==> src/rtl/mem_io_bridge_if.sv <==
// Bus bundle between the CPU-side environment (master) and the load/store
// bridge (slave): CPU request/result, data-memory port and I/O channel port.
interface mem_io_bridge_if #(
    parameter int ADDR_W = 32,
    parameter int DATA_W = 32,
    parameter int IO_CH  = 4,
    parameter int IO_W   = 8
);
    logic                   req;
    logic                   we;
    logic                   neg;
    logic [ADDR_W-1:0]      addr_in;
    logic [DATA_W-1:0]      r_rdata;
    logic                   busy;
    logic                   done;
    logic                   err;
    logic [DATA_W-1:0]      r_wdata;
    logic [ADDR_W-1:0]      addr_out;
    logic                   m_wen;
    logic [DATA_W-1:0]      m_wdata;
    logic [DATA_W-1:0]      m_rdata;
    logic [IO_CH-1:0]       io_rd_en;
    logic [IO_CH-1:0]       io_wr_en;
    logic [IO_W-1:0]        io_wdata;
    logic [IO_CH*IO_W-1:0]  io_rdata;

    modport master (
        output req, we, neg, addr_in, r_rdata, m_rdata, io_rdata,
        input  busy, done, err, r_wdata, addr_out, m_wen, m_wdata,
               io_rd_en, io_wr_en, io_wdata
    );

    modport slave (
        input  req, we, neg, addr_in, r_rdata, m_rdata, io_rdata,
        output busy, done, err, r_wdata, addr_out, m_wen, m_wdata,
               io_rd_en, io_wr_en, io_wdata
    );
endinterface

==> src/rtl/mem_io_bridge.sv <==
// Load/store router: decodes each CPU access to data memory, one of IO_CH
// byte-wide I/O channels, or an unmapped-I/O error, and handshakes req/done.
module mem_io_bridge #(
    parameter int                ADDR_W      = 32,
    parameter int                DATA_W      = 32,
    parameter int                IO_CH       = 4,
    parameter int                IO_W        = 8,
    parameter logic [ADDR_W-1:0] IO_BASE     = 32'hFFFF_FC00,
    parameter int                IO_STRIDE   = 16,
    parameter int                WAIT_CYCLES = 2
) (
    input  logic            clock,
    input  logic            reset,
    mem_io_bridge_if.slave  bus
);
    localparam int CH_W  = (IO_CH > 1) ? $clog2(IO_CH) : 1;
    localparam int CNT_W = (WAIT_CYCLES > 1) ? $clog2(WAIT_CYCLES) : 1;
    localparam int SHIFT = $clog2(IO_STRIDE);
    localparam logic [CNT_W-1:0] LAST_WAIT = CNT_W'(WAIT_CYCLES - 1);

    typedef enum logic [2:0] {IDLE, MEM_ACC, MEM_RD, IO_WAIT, DONE} state_t;

    state_t            state;
    logic              we_q;
    logic              neg_q;
    logic [CH_W-1:0]   ch_q;
    logic [CNT_W-1:0]  cnt;

    logic [ADDR_W-1:0] io_off;
    logic [ADDR_W-1:0] ch_idx;
    logic              is_mem;
    logic              is_err;
    logic [IO_CH-1:0]  sel;
    logic [IO_W-1:0]   lane;

    // Channel decode is done on the live address; only its result is latched.
    assign io_off = bus.addr_in - IO_BASE;
    assign ch_idx = io_off >> SHIFT;
    assign is_mem = (bus.addr_in < IO_BASE);
    assign is_err = (ch_idx >= ADDR_W'(IO_CH));
    assign sel    = IO_CH'(1) << ch_idx[CH_W-1:0];
    assign lane   = bus.io_rdata[int'(ch_q)*IO_W +: IO_W];

    // Zero-extend a channel byte, optionally returning its two's-complement negation.
    function automatic logic [DATA_W-1:0] io_extend(input logic [IO_W-1:0] v, input logic n);
        logic [DATA_W-1:0] z;
        z = DATA_W'(v);
        return n ? (DATA_W'(0) - z) : z;
    endfunction

    always_ff @(posedge clock or negedge reset) begin
        if (!reset) begin
            state        <= IDLE;
            we_q         <= 1'b0;
            neg_q        <= 1'b0;
            ch_q         <= '0;
            cnt          <= '0;
            bus.busy     <= 1'b0;
            bus.done     <= 1'b0;
            bus.err      <= 1'b0;
            bus.r_wdata  <= '0;
            bus.addr_out <= '0;
            bus.m_wen    <= 1'b0;
            bus.m_wdata  <= '0;
            bus.io_rd_en <= '0;
            bus.io_wr_en <= '0;
            bus.io_wdata <= '0;
        end else begin
            bus.done  <= 1'b0;
            bus.err   <= 1'b0;
            bus.m_wen <= 1'b0;
            case (state)
                IDLE: begin
                    if (bus.req) begin
                        we_q     <= bus.we;
                        neg_q    <= bus.neg;
                        ch_q     <= ch_idx[CH_W-1:0];
                        cnt      <= '0;
                        bus.busy <= 1'b1;
                        if (is_mem) begin
                            state        <= MEM_ACC;
                            bus.addr_out <= bus.addr_in;
                            if (bus.we) begin
                                bus.m_wen   <= 1'b1;
                                bus.m_wdata <= bus.r_rdata;
                            end
                        end else if (is_err) begin
                            state       <= DONE;
                            bus.done    <= 1'b1;
                            bus.err     <= 1'b1;
                            bus.r_wdata <= '0;
                        end else begin
                            state <= IO_WAIT;
                            if (bus.we) begin
                                bus.io_wr_en <= sel;
                                bus.io_wdata <= bus.r_rdata[IO_W-1:0];
                            end else begin
                                bus.io_rd_en <= sel;
                            end
                        end
                    end
                end
                MEM_ACC: begin
                    state    <= we_q ? DONE : MEM_RD;
                    bus.done <= we_q;
                end
                MEM_RD: begin
                    state       <= DONE;
                    bus.done    <= 1'b1;
                    bus.r_wdata <= bus.m_rdata;
                end
                IO_WAIT: begin
                    // Store strobe lasts only the first wait cycle; read strobe spans all of them.
                    bus.io_wr_en <= '0;
                    if (cnt == LAST_WAIT) begin
                        state        <= DONE;
                        bus.done     <= 1'b1;
                        bus.io_rd_en <= '0;
                        if (!we_q) bus.r_wdata <= io_extend(lane, neg_q);
                    end else begin
                        cnt <= cnt + 1'b1;
                    end
                end
                DONE: begin
                    state    <= IDLE;
                    bus.busy <= 1'b0;
                end
                default: state <= IDLE;
            endcase
        end
    end
endmodule

==> src/flat_wrapper.sv <==
// flat-port wrapper written by rule: the top's interface ports become plain ports
module mem_io_bridge_flat 
#(
    parameter int                ADDR_W      = 32,
    parameter int                DATA_W      = 32,
    parameter int                IO_CH       = 4,
    parameter int                IO_W        = 8,
    parameter logic [ADDR_W-1:0] IO_BASE     = 32'hFFFF_FC00,
    parameter int                IO_STRIDE   = 16,
    parameter int                WAIT_CYCLES = 2
)
  (clock, reset, bus_req, bus_we, bus_neg, bus_addr_in, bus_r_rdata, bus_m_rdata, bus_io_rdata, bus_busy, bus_done, bus_err, bus_r_wdata, bus_addr_out, bus_m_wen, bus_m_wdata, bus_io_rd_en, bus_io_wr_en, bus_io_wdata);
  mem_io_bridge_if #(.ADDR_W(ADDR_W), .DATA_W(DATA_W), .IO_CH(IO_CH), .IO_W(IO_W)) bus_i ();
  input  logic clock;
  input  logic reset;
  input wire logic [$bits(bus_i.req)-1:0] bus_req;
  input wire logic [$bits(bus_i.we)-1:0] bus_we;
  input wire logic [$bits(bus_i.neg)-1:0] bus_neg;
  input wire logic [$bits(bus_i.addr_in)-1:0] bus_addr_in;
  input wire logic [$bits(bus_i.r_rdata)-1:0] bus_r_rdata;
  input wire logic [$bits(bus_i.m_rdata)-1:0] bus_m_rdata;
  input wire logic [$bits(bus_i.io_rdata)-1:0] bus_io_rdata;
  output wire logic [$bits(bus_i.busy)-1:0] bus_busy;
  output wire logic [$bits(bus_i.done)-1:0] bus_done;
  output wire logic [$bits(bus_i.err)-1:0] bus_err;
  output wire logic [$bits(bus_i.r_wdata)-1:0] bus_r_wdata;
  output wire logic [$bits(bus_i.addr_out)-1:0] bus_addr_out;
  output wire logic [$bits(bus_i.m_wen)-1:0] bus_m_wen;
  output wire logic [$bits(bus_i.m_wdata)-1:0] bus_m_wdata;
  output wire logic [$bits(bus_i.io_rd_en)-1:0] bus_io_rd_en;
  output wire logic [$bits(bus_i.io_wr_en)-1:0] bus_io_wr_en;
  output wire logic [$bits(bus_i.io_wdata)-1:0] bus_io_wdata;
  assign bus_i.req = bus_req;
  assign bus_i.we = bus_we;
  assign bus_i.neg = bus_neg;
  assign bus_i.addr_in = bus_addr_in;
  assign bus_i.r_rdata = bus_r_rdata;
  assign bus_i.m_rdata = bus_m_rdata;
  assign bus_i.io_rdata = bus_io_rdata;
  assign bus_busy = bus_i.busy;
  assign bus_done = bus_i.done;
  assign bus_err = bus_i.err;
  assign bus_r_wdata = bus_i.r_wdata;
  assign bus_addr_out = bus_i.addr_out;
  assign bus_m_wen = bus_i.m_wen;
  assign bus_m_wdata = bus_i.m_wdata;
  assign bus_io_rd_en = bus_i.io_rd_en;
  assign bus_io_wr_en = bus_i.io_wr_en;
  assign bus_io_wdata = bus_i.io_wdata;
  mem_io_bridge #(.ADDR_W(ADDR_W), .DATA_W(DATA_W), .IO_CH(IO_CH), .IO_W(IO_W), .IO_BASE(IO_BASE), .IO_STRIDE(IO_STRIDE), .WAIT_CYCLES(WAIT_CYCLES)) u_core (.clock(clock), .reset(reset), .bus(bus_i));
endmodule
==> config.mk <==
export PLATFORM = sky130hd
export DESIGN_NAME = mem_io_bridge_flat
export DESIGN_NICKNAME = d
export VERILOG_FILES = /design/src/rtl/mem_io_bridge_if.sv /design/src/rtl/mem_io_bridge.sv /design/src/flat_wrapper.sv
export SDC_FILE = /design/constraint.sdc
export NUM_CORES = 1
export LEC_CHECK = 0
export CORE_UTILIZATION = 43
export DETAILED_ROUTE_END_ITERATION = 12
export GPL_TIMING_DRIVEN = 0
export PLACE_DENSITY = 0.87
export SETUP_SLACK_MARGIN = 0.3
export SLEW_MARGIN = 20
export SYNTH_ARGS = -nofsm -noshare
export SYNTH_HDL_FRONTEND = slang
export SYNTH_SLANG_ARGS = --single-unit
==> constraint.sdc <==
create_clock -name clock -period 3.4 [get_ports clock]
set_input_delay 0.68 -clock clock [delete_from_list [all_inputs] [get_ports clock]]
set_output_delay 0.68 -clock clock [all_outputs]
set_load 0.01 [all_outputs]
==> flow_metrics.tcl <==
set metrics [dict create \
    status "finished clean" \
    slowest_delay_ns 0.56 \
    final-hold-violation-count 0 \
    synth_nets 594 \
    ys_seq_area_share_pct 54.5 \
    power_density_nw_per_um2 824 \
    synth.ff_latch_count 124 \
    ios 249 \
    htreeDepth 4 \
    fin_tns_setup_ns 0 \
    fin_crit_sh_pct 89.1 \
    critical_path_class "in2reg" \
    grt_pass1_wl_um 24300 \
    dr.pass1.iters 4 \
    grt_pass1_vias 4959 \
    synth_edf_count 0 \
    postRouteAntennaNets 0 \
    routed_wl_um 16400 \
    wire_per_inst_um 17.9 \
    irDropWorstVdd_mv 0.545 \
    start_util_pct 44.6 \
    die_area_um2 13700 \
    syn_area_um2 5700 \
    clk_latency_ns 0.41 \
    async_flop_share_pct 100 \
    gr-usage-all-layers_pct 24.1 \
    timing.slew.headroom_pct 68.7 \
    cp_max_fo 10 \
    yosysWarningCount 0 \
    synthCells 460 \
    final_cell_mix "clkdlybuf4s50_1 (247), dfrtp_1 (124), mux2_2 (68)" \
    start_kind "input port" \
    core_area_um2 12800 \
    synthDistinctLibCells 47 \
    routabilityCongestion 0.828 \
    grt_antenna_before_repair 0 \
    total_power_mw 7.45 \
    slew_violations 0 \
    fin_crit_ns 3.03 \
    setup_viol 0 \
    maxCapViolCount 0 \
    skew_ns 0.00431 \
    gr-total-overflow 0 \
    insertedDiodeCount 0 \
    syn_to_final_growth_pct 58.8 \
    rows 41 \
    via_per_inst 5.18 \
    clockBufferDepth 2 \
    drt_iter0_drc 196 \
    worst_ep_required_time_ns 3.69 \
    clk_pin_slew_worst_paths_ns 0.05 \
    cp-end-kind "flop" \
    layout_commonest_cell "clkdlybuf4s50_1" \
    path_cells "clkdlybuf4s50_1 > or4_1 > nor4_1 > o211ai_1 > a2111oi_4 > buf_4 > nand4_2 > buf_6 > mux2_1" \
    fmax_ghz 0.330 \
    io_buffer_count 248 \
    dieWidth_um 117 \
    cts_root_buf "clkbuf_16" \
    layout-drive-gt1-share_pct 19.0 \
    finalNetCount 865 \
    synth_area_per_cell_um2 12.4 \
    synth_flop_cell "dfrtp_1" \
    via_count 4731 \
    leakagePower_nw 3.78 \
    numCtsBuffers 17 \
    tightest_slew_ns 0.470 \
    die_h_um 117 \
    critical-path-slowest-cell "or4_1" \
    grt_max_degree 80 \
    cp.arrival_ns 3.32 \
    drc 0 \
    cts.sinks 124 \
    cts_tree "done" \
    rsz0062_at_grt "no" \
    whs_ns 0.193 \
    min_path_type "in2async" \
    dpl.hpwl_um 12300 \
]
-- layer usage --
metal | global-route usage [%] | up-vias | share of wire (%)
met5 | 0 | - | 0
met2 | 43.1 | 243 | 50
met4 | 10.9 | 0 | 1.9
li1 | - | 2180 | -
met1 | 24.4 | 2281 | 37
met3 | 10.3 | 27 | 11
-- cells by family after synthesis --
group | count (synthesis) | share of synthesized area [%]
compound gates | 66 | 7.29
xor+xnor | 9 | 1.38
fa+ha+maj | 1 | 0.220
buf+inv | 53 | 3.84
flops | 124 | 54.5
mux | 120 | 25.0
simple gates | 87 | 7.77
-- cell usage after synthesis, types with 4 or more instances --
library cell  count  share of area, %
a21oi_1          27               2.4
buf_2            10              0.88
clkbuf_1         12              0.79
dfrtp_1         124                54
inv_1            29               1.9
mux2_1            7               1.4
mux2_2           68                13
mux2_4            6               1.6
mux2i_1          31               5.4
mux4_2            8               3.2
nand2_1          36               2.4
nand3_1           5              0.44
nand4_1           7              0.77
nor2_1           11              0.72
nor2b_1           4              0.44
nor3_1            4              0.35
o21ai_0          17               1.5
xor2_1            7               1.1
-- metrics by stage --
step                std cells  setup WS [ns]  area, um^2  util (%)
floorplan                 460          0.594        5700         -
global placement          880          -3.07        8390      65.7
detailed placement        881         -0.362        8420      65.9
CTS                       914          0.307        9020      70.6
global route              914          0.312        9040      70.8
finish                    914          0.372        9040      70.8
-- critical path, delay by kind of cell --
kind / cells / cell delay (ns)
AOI/OAI and AO/OA: 2 / 0.50
buffers and inverters: 3 / 0.84
muxes: 1 / 0.32
and+or+nand+nor: 3 / 0.99
-- state kept, by name (all words and copies together) (netlist names), 2 cells and up --
register	flops
u_core.bus.m_wdata	32
u_core.ch_q	2
u_core.bus.io_wr_en	4
u_core.bus.io_wdata	8
u_core.bus.addr_out	32
u_core.bus.r_wdata	32
u_core.state	3
u_core.bus.io_rd_en	4
-- what timing repair did --
| item | CTS | global route |
|---|---|---|
| hold buffers | 0 | 0 |
| setup buffers | 3 | 0 |
| gates resized for setup | 2 | 11 |
| endpoints found under the hold margin | 0 | 0 |
| endpoints found under the setup margin | 69 | 64 |
| pin swaps | 1 | 0 |
-- area by class of cell --
| type | count | area, um^2 |
|---|---|---|
| tap | 172 | 215 |
| timing repair buffer | 252 | 2530 |
| clock buffer | 22 | 474 |
| inverter | 29 | 109 |
| fill | 874 | 3730 |
| buffer | 24 | 119 |
| sequential | 124 | 3100 |
| multi-input combinational | 283 | 2400 |
| clock inverter | 8 | 92.6 |
-- where the power goes --
| group | total (mW) | switching, mW | internal, mW |
|---|---|---|---|
| Combinational | 3.29 | 1.40 | 1.89 |
| Sequential | 2.43 | 0.335 | 2.09 |
| Clock | 1.74 | 0.619 | 1.12 |
-- path summary, 6_finish.rpt --
kind / start / endpoint / slack [ns] / depth (start not counted)
max in group asynchronous: reset / u_core.bus.m_wdata[20]$_DFFE_PN0P_ / 2.45 / 2
min: reset / u_core.bus.r_wdata[13]$_DFFE_PN0P_ / 0.19 / 1
max: bus_addr_in[9] / u_core.bus.io_wdata[3]$_DFFE_PN0P_ / 0.37 / 9
min in group clock: u_core.bus.r_wdata[2]$_DFFE_PN0P_ / u_core.bus.r_wdata[2]$_DFFE_PN0P_ / 0.49 / 1
min reg2reg: u_core.bus.r_wdata[2]$_DFFE_PN0P_ / u_core.bus.r_wdata[2]$_DFFE_PN0P_ / 0.49 / 1
max reg2reg: u_core.ch_q[0]$_DFFE_PN0P_ / u_core.bus.r_wdata[13]$_DFFE_PN0P_ / 0.48 / 9
Note: power is estimated with default switching activity, not from simulation.
